File: config.mk
export PLATFORM = sky130hd
export DESIGN_NAME = pkt_pad_ctrl
export DESIGN_NICKNAME = d
export VERILOG_FILES = /design/src/rtl/pkt_pad_ctrl.sv
export SDC_FILE = /design/constraint.sdc
export NUM_CORES = 1
export LEC_CHECK = 0
export CORE_MARGIN = 2
export CORE_UTILIZATION = 45
export CTS_BUF_LIST = sky130_fd_sc_hd__clkbuf_8
export CTS_CLUSTER_DIAMETER = 80
export CTS_CLUSTER_SIZE = 14
export DETAILED_ROUTE_END_ITERATION = 16
export GPL_TIMING_DRIVEN = 0
export MAX_ROUTING_LAYER = met4
export PLACE_DENSITY = 0.95
export SYNTH_ARGS = -nofsm -noshare
export SYNTH_HDL_FRONTEND = slang
export SYNTH_SLANG_ARGS = --single-unit
export TNS_END_PERCENT = 50
File: constraint.sdc
create_clock -name clk -period 7.3 [get_ports clk]
set_input_delay 1.095 -clock clk [delete_from_list [all_inputs] [get_ports clk]]
set_output_delay 1.095 -clock clk [all_outputs]
set_load 0.02 [all_outputs]
File: src/rtl/pkt_pad_ctrl.sv
// Padding sequencer ahead of the 64-bit packet mux: forwards message words, then
// steers the mux through pad, zero and length words to close out whole blocks.
module pkt_pad_ctrl #(
  parameter int W         = 64,
  parameter int BLK_WORDS = 16,
  localparam int IDX_W    = $clog2(BLK_WORDS)
) (
  input  logic             clk,
  input  logic             rst_n,
  input  logic [W-1:0]     in_data,
  input  logic             in_valid,
  input  logic             in_last,
  output logic             in_ready,
  output logic [W-1:0]     pkt,
  output logic [W-1:0]     msg_len,
  output logic             pad_pkt,
  output logic             zero_pkt,
  output logic             mgln_pkt,
  output logic             out_valid,
  input  logic             out_ready,
  output logic [IDX_W-1:0] word_idx,
  output logic             blk_last,
  output logic             msg_done
);

  localparam logic [1:0] S_DATA = 2'd0;
  localparam logic [1:0] S_PAD  = 2'd1;
  localparam logic [1:0] S_ZERO = 2'd2;
  localparam logic [1:0] S_LEN  = 2'd3;

  localparam logic [IDX_W-1:0] IDX_LAST = IDX_W'(BLK_WORDS - 1);
  localparam logic [IDX_W-1:0] IDX_PEN  = IDX_W'(BLK_WORDS - 2);
  localparam logic [W-1:0]     LEN_INC  = W'(W);

  if ((BLK_WORDS < 4) || ((BLK_WORDS & (BLK_WORDS - 1)) != 0)) begin : g_bad_blk_words
    $error("pkt_pad_ctrl: BLK_WORDS must be a power of two and at least 4");
  end

  logic [1:0]       r_state;
  logic [1:0]       w_next_state;
  logic [IDX_W-1:0] r_word_idx;
  logic [W-1:0]     r_msg_len;
  logic             w_beat;

  assign pkt      = in_data;
  assign msg_len  = r_msg_len;
  assign word_idx = r_word_idx;
  assign blk_last = (r_word_idx == IDX_LAST);
  assign w_beat   = out_valid & out_ready;

  // Handshake and selects; S_DATA gates on rst_n so nothing leaks out while reset is held.
  always_comb begin
    // NOTE: every output gets a default first so no path through the case infers a latch.
    out_valid = 1'b0;
    in_ready  = 1'b0;
    pad_pkt   = 1'b0;
    zero_pkt  = 1'b0;
    mgln_pkt  = 1'b0;
    msg_done  = 1'b0;
    case (r_state)
      S_DATA: begin
        out_valid = in_valid & rst_n;
        in_ready  = out_ready & rst_n;
      end
      S_PAD: begin
        out_valid = 1'b1;
        pad_pkt   = 1'b1;
      end
      S_ZERO: begin
        out_valid = 1'b1;
        zero_pkt  = 1'b1;
      end
      default: begin
        out_valid = 1'b1;
        mgln_pkt  = 1'b1;
        msg_done  = 1'b1;
      end
    endcase
  end

  // A pad at the last two indices leaves no room for the length pair, so S_ZERO
  // only hands over to S_LEN from the penultimate index and otherwise spills on.
  always_comb begin
    w_next_state = r_state;
    case (r_state)
      S_DATA:  if (in_last) w_next_state = S_PAD;
      S_PAD:   w_next_state = S_ZERO;
      S_ZERO:  if (r_word_idx == IDX_PEN) w_next_state = S_LEN;
      default: w_next_state = S_DATA;
    endcase
  end

  always_ff @(posedge clk or negedge rst_n) begin
    if (!rst_n) begin
      r_state    <= S_DATA;
      r_word_idx <= '0;
      r_msg_len  <= '0;
    end else if (w_beat) begin
      // NOTE: non-blocking updates so every register samples pre-edge values.
      r_state    <= w_next_state;
      r_word_idx <= r_word_idx + IDX_W'(1);
      if (r_state == S_DATA) begin
        r_msg_len <= r_msg_len + LEN_INC;
      end else if (r_state == S_LEN) begin
        r_msg_len <= '0;
      end
    end
  end

endmodule

==> After elaboration in Yosys (flattened, before gate mapping) <==
Index checks and enable logic that the tools add are counted.
{ "op_classes": {"add_sub_neg": 2, "n_eq_ne": 7, "muxes": 10, "bitwise_logic": 3, "reduce_logical": 5} }
{ "ops": {"columns": ["operator", "n"], "rows": [
  ["64-bit 2-to-1 mux", 2],
  ["64-bit by 7-bit adder with 64-bit output, second input constant", 1],
  ["4-bit == test, second input constant", 2],
  ["2-bit one-hot mux with 3 select lines", 1],
  ["1-bit 2-to-1 mux", 5],
  ["4-bit by 1-bit adder with 4-bit output, second input constant", 1],
  ["2-bit == test, second input constant", 2],
  ["2-bit 2-to-1 mux", 2],
  ["2-bit != test, second input constant", 2],
  ["1-bit bitwise AND", 3],
  ["3-bit AND reduction", 1],
  ["3-bit OR reduction", 1],
  ["2-bit by 1-bit == test with 1-bit output, second input constant", 1],
  ["2-bit logical NOT", 1],
  ["2-bit AND reduction", 1],
  ["2-bit nonzero test", 1]
]} }
{ "word_totals": {"regBits": 70, "in_bits": 69, "output_inout_bits": 139, "elab_cells": 30} }

==> Longest topological paths before layout <==
{ "depth": {"depth_word": 4, "depth_mapped": 9, "mapped_depth_nobuf": 8} }

==> Worst setup path before layout <==
OpenSTA, ideal clock, no wires.
{ "synth_path": {"kind": "input port to flip-flop", "startpoint": "input rst_n", "endpoint": "register r_msg_len[44] (netlist: msg_len[44])", "arrival_time_ns": 2.911, "slack_ns": 4.311, "stages": 7, "cell_sequence": "a21boi_0 > inv_1 > nand4_1 > or4b_4 > buf_6 > or3_1 > a21oi_1"} }
{ "synth_between": {"elab_chain_cells": 4} }
{ "synth_lines": {"columns": ["item", "line", "rtl"], "rows": [
  ["from (decl)", "9", "input logic rst_n,"],
  ["1-bit bitwise AND", "62", "out_valid = in_valid & rst_n;"],
  ["1-bit 2-to-1 mux", "60", "case (r_state)"],
  ["net out_valid", "19", "output logic out_valid,"],
  ["1-bit bitwise AND", "49", "assign w_beat = out_valid & out_ready;"],
  ["2-bit AND reduction (no line)", null, null],
  ["to (signal assigned)", "103", "r_msg_len <= r_msg_len + LEN_INC;"],
  ["to (decl)", "42", "logic [W-1:0] r_msg_len;"]
]} }
The timed path passes the listed nets, and every way through them passes these cells.
A chain may end at the register's enable or synchronous reset.

==> Final worst setup path <==
{ "layout_path": {"startpoint": "input rst_n", "endpoint": "output out_valid"} }
{ "layout_between": {"elab_chain_cells": 2} }
{ "layout_lines": {"columns": ["item", "line"], "rows": [
  ["1-bit bitwise AND", "62"],
  ["1-bit 2-to-1 mux", "60"],
  ["to (decl)", "19"]
]} }
No other way between the ends.

==> flow_metrics.env <==
export IMPL_syn_to_final_growth_pct=41.9
export IMPL_ff2ff_path_depth=9
export IMPL_htreeDepth=3
export IMPL_core_area_sq_um=8720
export IMPL_post_synth_mux_area_share_pct=1.76
export IMPL_antenna_found_initial=0
export IMPL_postCtsSetupBuffers=0
export IMPL_synth_yosys_seq_area_share_pct=39.6
export IMPL_post_cts_resize_count=0
export IMPL_place_congestion=0.923
export IMPL_synth_compound_area_share_pct=9.99
export IMPL_crit_path_cell_trace="buf_4, a21boi_0, inv_1, clkdlybuf4s50_1"
export IMPL_synth_seq_cells=64
export IMPL_post_route_cells_drive_above_1_share_pct=15.5
export IMPL_track_usage_pct=23.3
export IMPL_detail_route_wirelength_mm=11.2
export IMPL_max_slew_worst_pin_slew_ps=835
export IMPL_place_worst_setup_slack_ps=3090
export IMPL_grt_start_max_net_pins=67
export IMPL_finalWorstPathRequiredPeriod_ps=4140
export IMPL_drtIter0Drc=212
export IMPL_global_route_overflow_total=0
export IMPL_place_port_buffers=137
export IMPL_yosys_area_top_type_share_pct=39.6
export IMPL_final_setup_worst_slack_ps=3160
export IMPL_syn_area_sq_um=4050
export IMPL_worst_reg2reg_endpoint="msg_len[54]"
export IMPL_post_dp_hpwl_mm=8.38
export IMPL_ioPinCount=208
export IMPL_r2r_start="r_state[0]"
export IMPL_worstHoldPathType="register to register"
export IMPL_grt_met2_usage_pct=39.6
export IMPL_routed_via_count=4071
export IMPL_drt_antenna_violating_nets=0
export IMPL_worstPathArrival_ps=3050
export IMPL_criticalPathCategory="primary input to primary output"
export IMPL_grt_util_met3_pct=6.31
export IMPL_vdd_ir_drop_worst_mv=0.270
export IMPL_mostFrequentLayoutCell="sky130_fd_sc_hd__clkdlybuf4s50_1"
export IMPL_post_detailed_route_drc_marker_count=0
export IMPL_synth_lib_cells_used_distinct=41
export IMPL_clock_skew_ps=10.9
export IMPL_period_share_pct=56.8
export IMPL_use_met1_pct=27.3
export IMPL_synth_main_ff_cell="sky130_fd_sc_hd__dfrtp_1"
export IMPL_combinational_family_with_the_most_area_after_synthesis="simple AND/OR/NAND/NOR gates"
export IMPL_synth_area_leader="sky130_fd_sc_hd__dfrtp_1"
export IMPL_synth_enable_flop_cells=0
export IMPL_crit_slowest_cell="sky130_fd_sc_hd__clkdlybuf4s50_1"
export IMPL_synth_adder_area_share_pct=2.16
export IMPL_slew_limit_headroom_pct=43.9
export IMPL_firstDrtPassIters=5
export IMPL_power_per_cell_area_nw_per_um2=206
export IMPL_startpoint_type="primary input"
export IMPL_floorplan_die_area_sq_um=9770
export IMPL_cts_buffer_depth=2
export IMPL_ys_warn_count=0
export IMPL_synth_xor_xnor_area_share_pct=4.98
export IMPL_layout_nets=691
export IMPL_hold_path_startpoint="word_idx[3]"
export IMPL_max_cap_violations=0
export IMPL_first_pass_grt_wire_length_mm=18.1
export IMPL_chipHeight_um=98.8
export IMPL_critPathTopFamily="buffers and inverters"
export IMPL_first_global_vias=3841
export IMPL_setup_failing_eps_final=0
export IMPL_outcome="complete, no violations"
export IMPL_worst_stage_delay_on_the_critical_path_ps=640
export IMPL_synth_simple_gate_area_share_pct=25.5
export IMPL_final_cell_mix="sky130_fd_sc_hd__clkdlybuf4s50_1, sky130_fd_sc_hd__buf_4, sky130_fd_sc_hd__dfrtp_1, sky130_fd_sc_hd__nand2_1, sky130_fd_sc_hd__o21ai_0"
export IMPL_crit_buf_inv=3
export IMPL_drv_slew=0
export IMPL_netlist_instances=462
export IMPL_cts_tree="built"
export IMPL_maxClockFrequency_ghz=0.241
export IMPL_dieWidth_um=98.8
export IMPL_grt_busiest_layer="met2"
export IMPL_min_to="word_idx[3]"
export IMPL_final_hold_violation_count=0
export IMPL_crit_fanout=66
export IMPL_setup_tns_final_ps=0
export IMPL_cell_depth_of_the_worst_hold_path=1
export IMPL_core_rowCount=34
export IMPL_cts_buf_count=9
export IMPL_required_time_at_the_endpoint_of_the_critical_path_ps=6200
export IMPL_synth_top_cells_by_area="sky130_fd_sc_hd__dfrtp_1, sky130_fd_sc_hd__buf_4, sky130_fd_sc_hd__xnor2_1, sky130_fd_sc_hd__o21ai_0, sky130_fd_sc_hd__or3_1"
export IMPL_holdWs_ps=541
export IMPL_synth_async_reset_ratio_pct=100
export IMPL_cts_root_buf="sky130_fd_sc_hd__clkbuf_8"
export IMPL_syn_area_per_cell_sq_um=8.76
export IMPL_initial_utilization_pct=46.4
export IMPL_clkTransAtPathRegs_ps=70
export IMPL_worst_setup_path_startpoint="rst_n"
export IMPL_cp_end_kind="primary output"
export IMPL_power_leakage_nw=2.37
export IMPL_ff2ff_setup_slack_ps=4360
export IMPL_setup_repair_after_global_routing_missed_its_margin="false"
export IMPL_avgRoutedWirePerCell_um=15.4
export IMPL_antennaDiodeCount=0
export IMPL_clk_insertion_delay_late_ps=350
export IMPL_numClockSinks=64
export IMPL_holdBufCountCts=0
export IMPL_routed_via_density=5.60
## synthesized netlist by cell type, types with 2 or more instances
library cell and instances:
sky130_fd_sc_hd__xor2_1 4, sky130_fd_sc_hd__nand3_1 25, sky130_fd_sc_hd__xnor2_1 19, sky130_fd_sc_hd__nand2_1 32
sky130_fd_sc_hd__buf_2 2, sky130_fd_sc_hd__nor3_1 12, sky130_fd_sc_hd__a22o_1 4, sky130_fd_sc_hd__nor4_1 9
sky130_fd_sc_hd__or2_2 4, sky130_fd_sc_hd__o31ai_1 5, sky130_fd_sc_hd__or3_1 23, sky130_fd_sc_hd__inv_1 11
sky130_fd_sc_hd__mux2i_1 6, sky130_fd_sc_hd__nand2b_1 2, sky130_fd_sc_hd__buf_4 71, sky130_fd_sc_hd__dfrtp_1 64
sky130_fd_sc_hd__and3_1 10, sky130_fd_sc_hd__and2_1 3, sky130_fd_sc_hd__o21ai_0 30, sky130_fd_sc_hd__or4_1 7
sky130_fd_sc_hd__nand4_1 22, sky130_fd_sc_hd__nor2_1 29, sky130_fd_sc_hd__and4_1 4, sky130_fd_sc_hd__a21oi_1 28
sky130_fd_sc_hd__ha_1 7, sky130_fd_sc_hd__clkbuf_1 12, sky130_fd_sc_hd__nor2b_1 3
## worst max path at each step
stage / endpoint / slack, ps / cells past startpoint
global placement: out_valid / 850 / 4
floorplan: msg_len[44] / 4310 / 7
finish: out_valid / 3160 / 4
CTS: out_valid / 3130 / 4
detailed placement: msg_len[54] / 3090 / 8
global route: out_valid / 2940 / 4
## through the flow
| step | util (%) | instance area, sq um | std cells | total power (W) |
|---|---|---|---|---|
| final | 65.9 | 5740 | 727 | 0.00118 |
| after global routing | 65.9 | 5740 | 727 | 0.00124 |
| after global placement | 63.9 | 5570 | 712 | 0.000888 |
| after CTS | 65.9 | 5740 | 727 | 0.00119 |
| after detailed placement | 63.9 | 5570 | 712 | 0.000909 |
| after floorplan | - | 4070 | 467 | 0.000717 |
## flip-flops by register name, indices dropped and copies added, names as in the netlist
| signal | count |
|---|---|
| msg_len | 58 |
| r_state | 2 |
| word_idx | 4 |
## worst reg2reg max path, cell delays in order, from the launching register on
cell	delay, ps
sky130_fd_sc_hd__dfrtp_1	390
sky130_fd_sc_hd__inv_1	100
sky130_fd_sc_hd__ha_1	230
sky130_fd_sc_hd__a21boi_0	210
sky130_fd_sc_hd__inv_1	250
sky130_fd_sc_hd__nand4_1	340
sky130_fd_sc_hd__or4b_4	660
sky130_fd_sc_hd__buf_6	160
sky130_fd_sc_hd__or3_1	350
sky130_fd_sc_hd__a21oi_1	180
## layout make-up
cell class	count	area [sq um]
Sequential cell	64	1600
Fill cell	674	2980
Tap cell	108	135
Multi-Input combinational cell	305	1820
Inverter	11	41.3
Timing Repair Buffer	137	1370
Buffer	87	603
Clock buffer	11	151
Clock inverter	4	22.5
## logic make-up after synthesis
family	Yosys count
other	1
adders and majority gates	7
and+or+nand+nor	190
DFF	64
AOI/OAI and AO/OA	72
buffers and inverters	98
xor gates and xnor gates	23
muxes	7
## power breakdown
| group | switching [W] | internal (W) |
|---|---|---|
| logic | 0.000281 | 0.000199 |
| clock network | 0.000138 | 0.000137 |
| registers | 0.0000403 | 0.000388 |
## layer usage
layer,wire (um),vias up
met5,0,-
met4,153,0
met3,1160,20
met2,5720,239
met1,4180,1943
li1,-,1869
(Power assumes the default switching activity.)
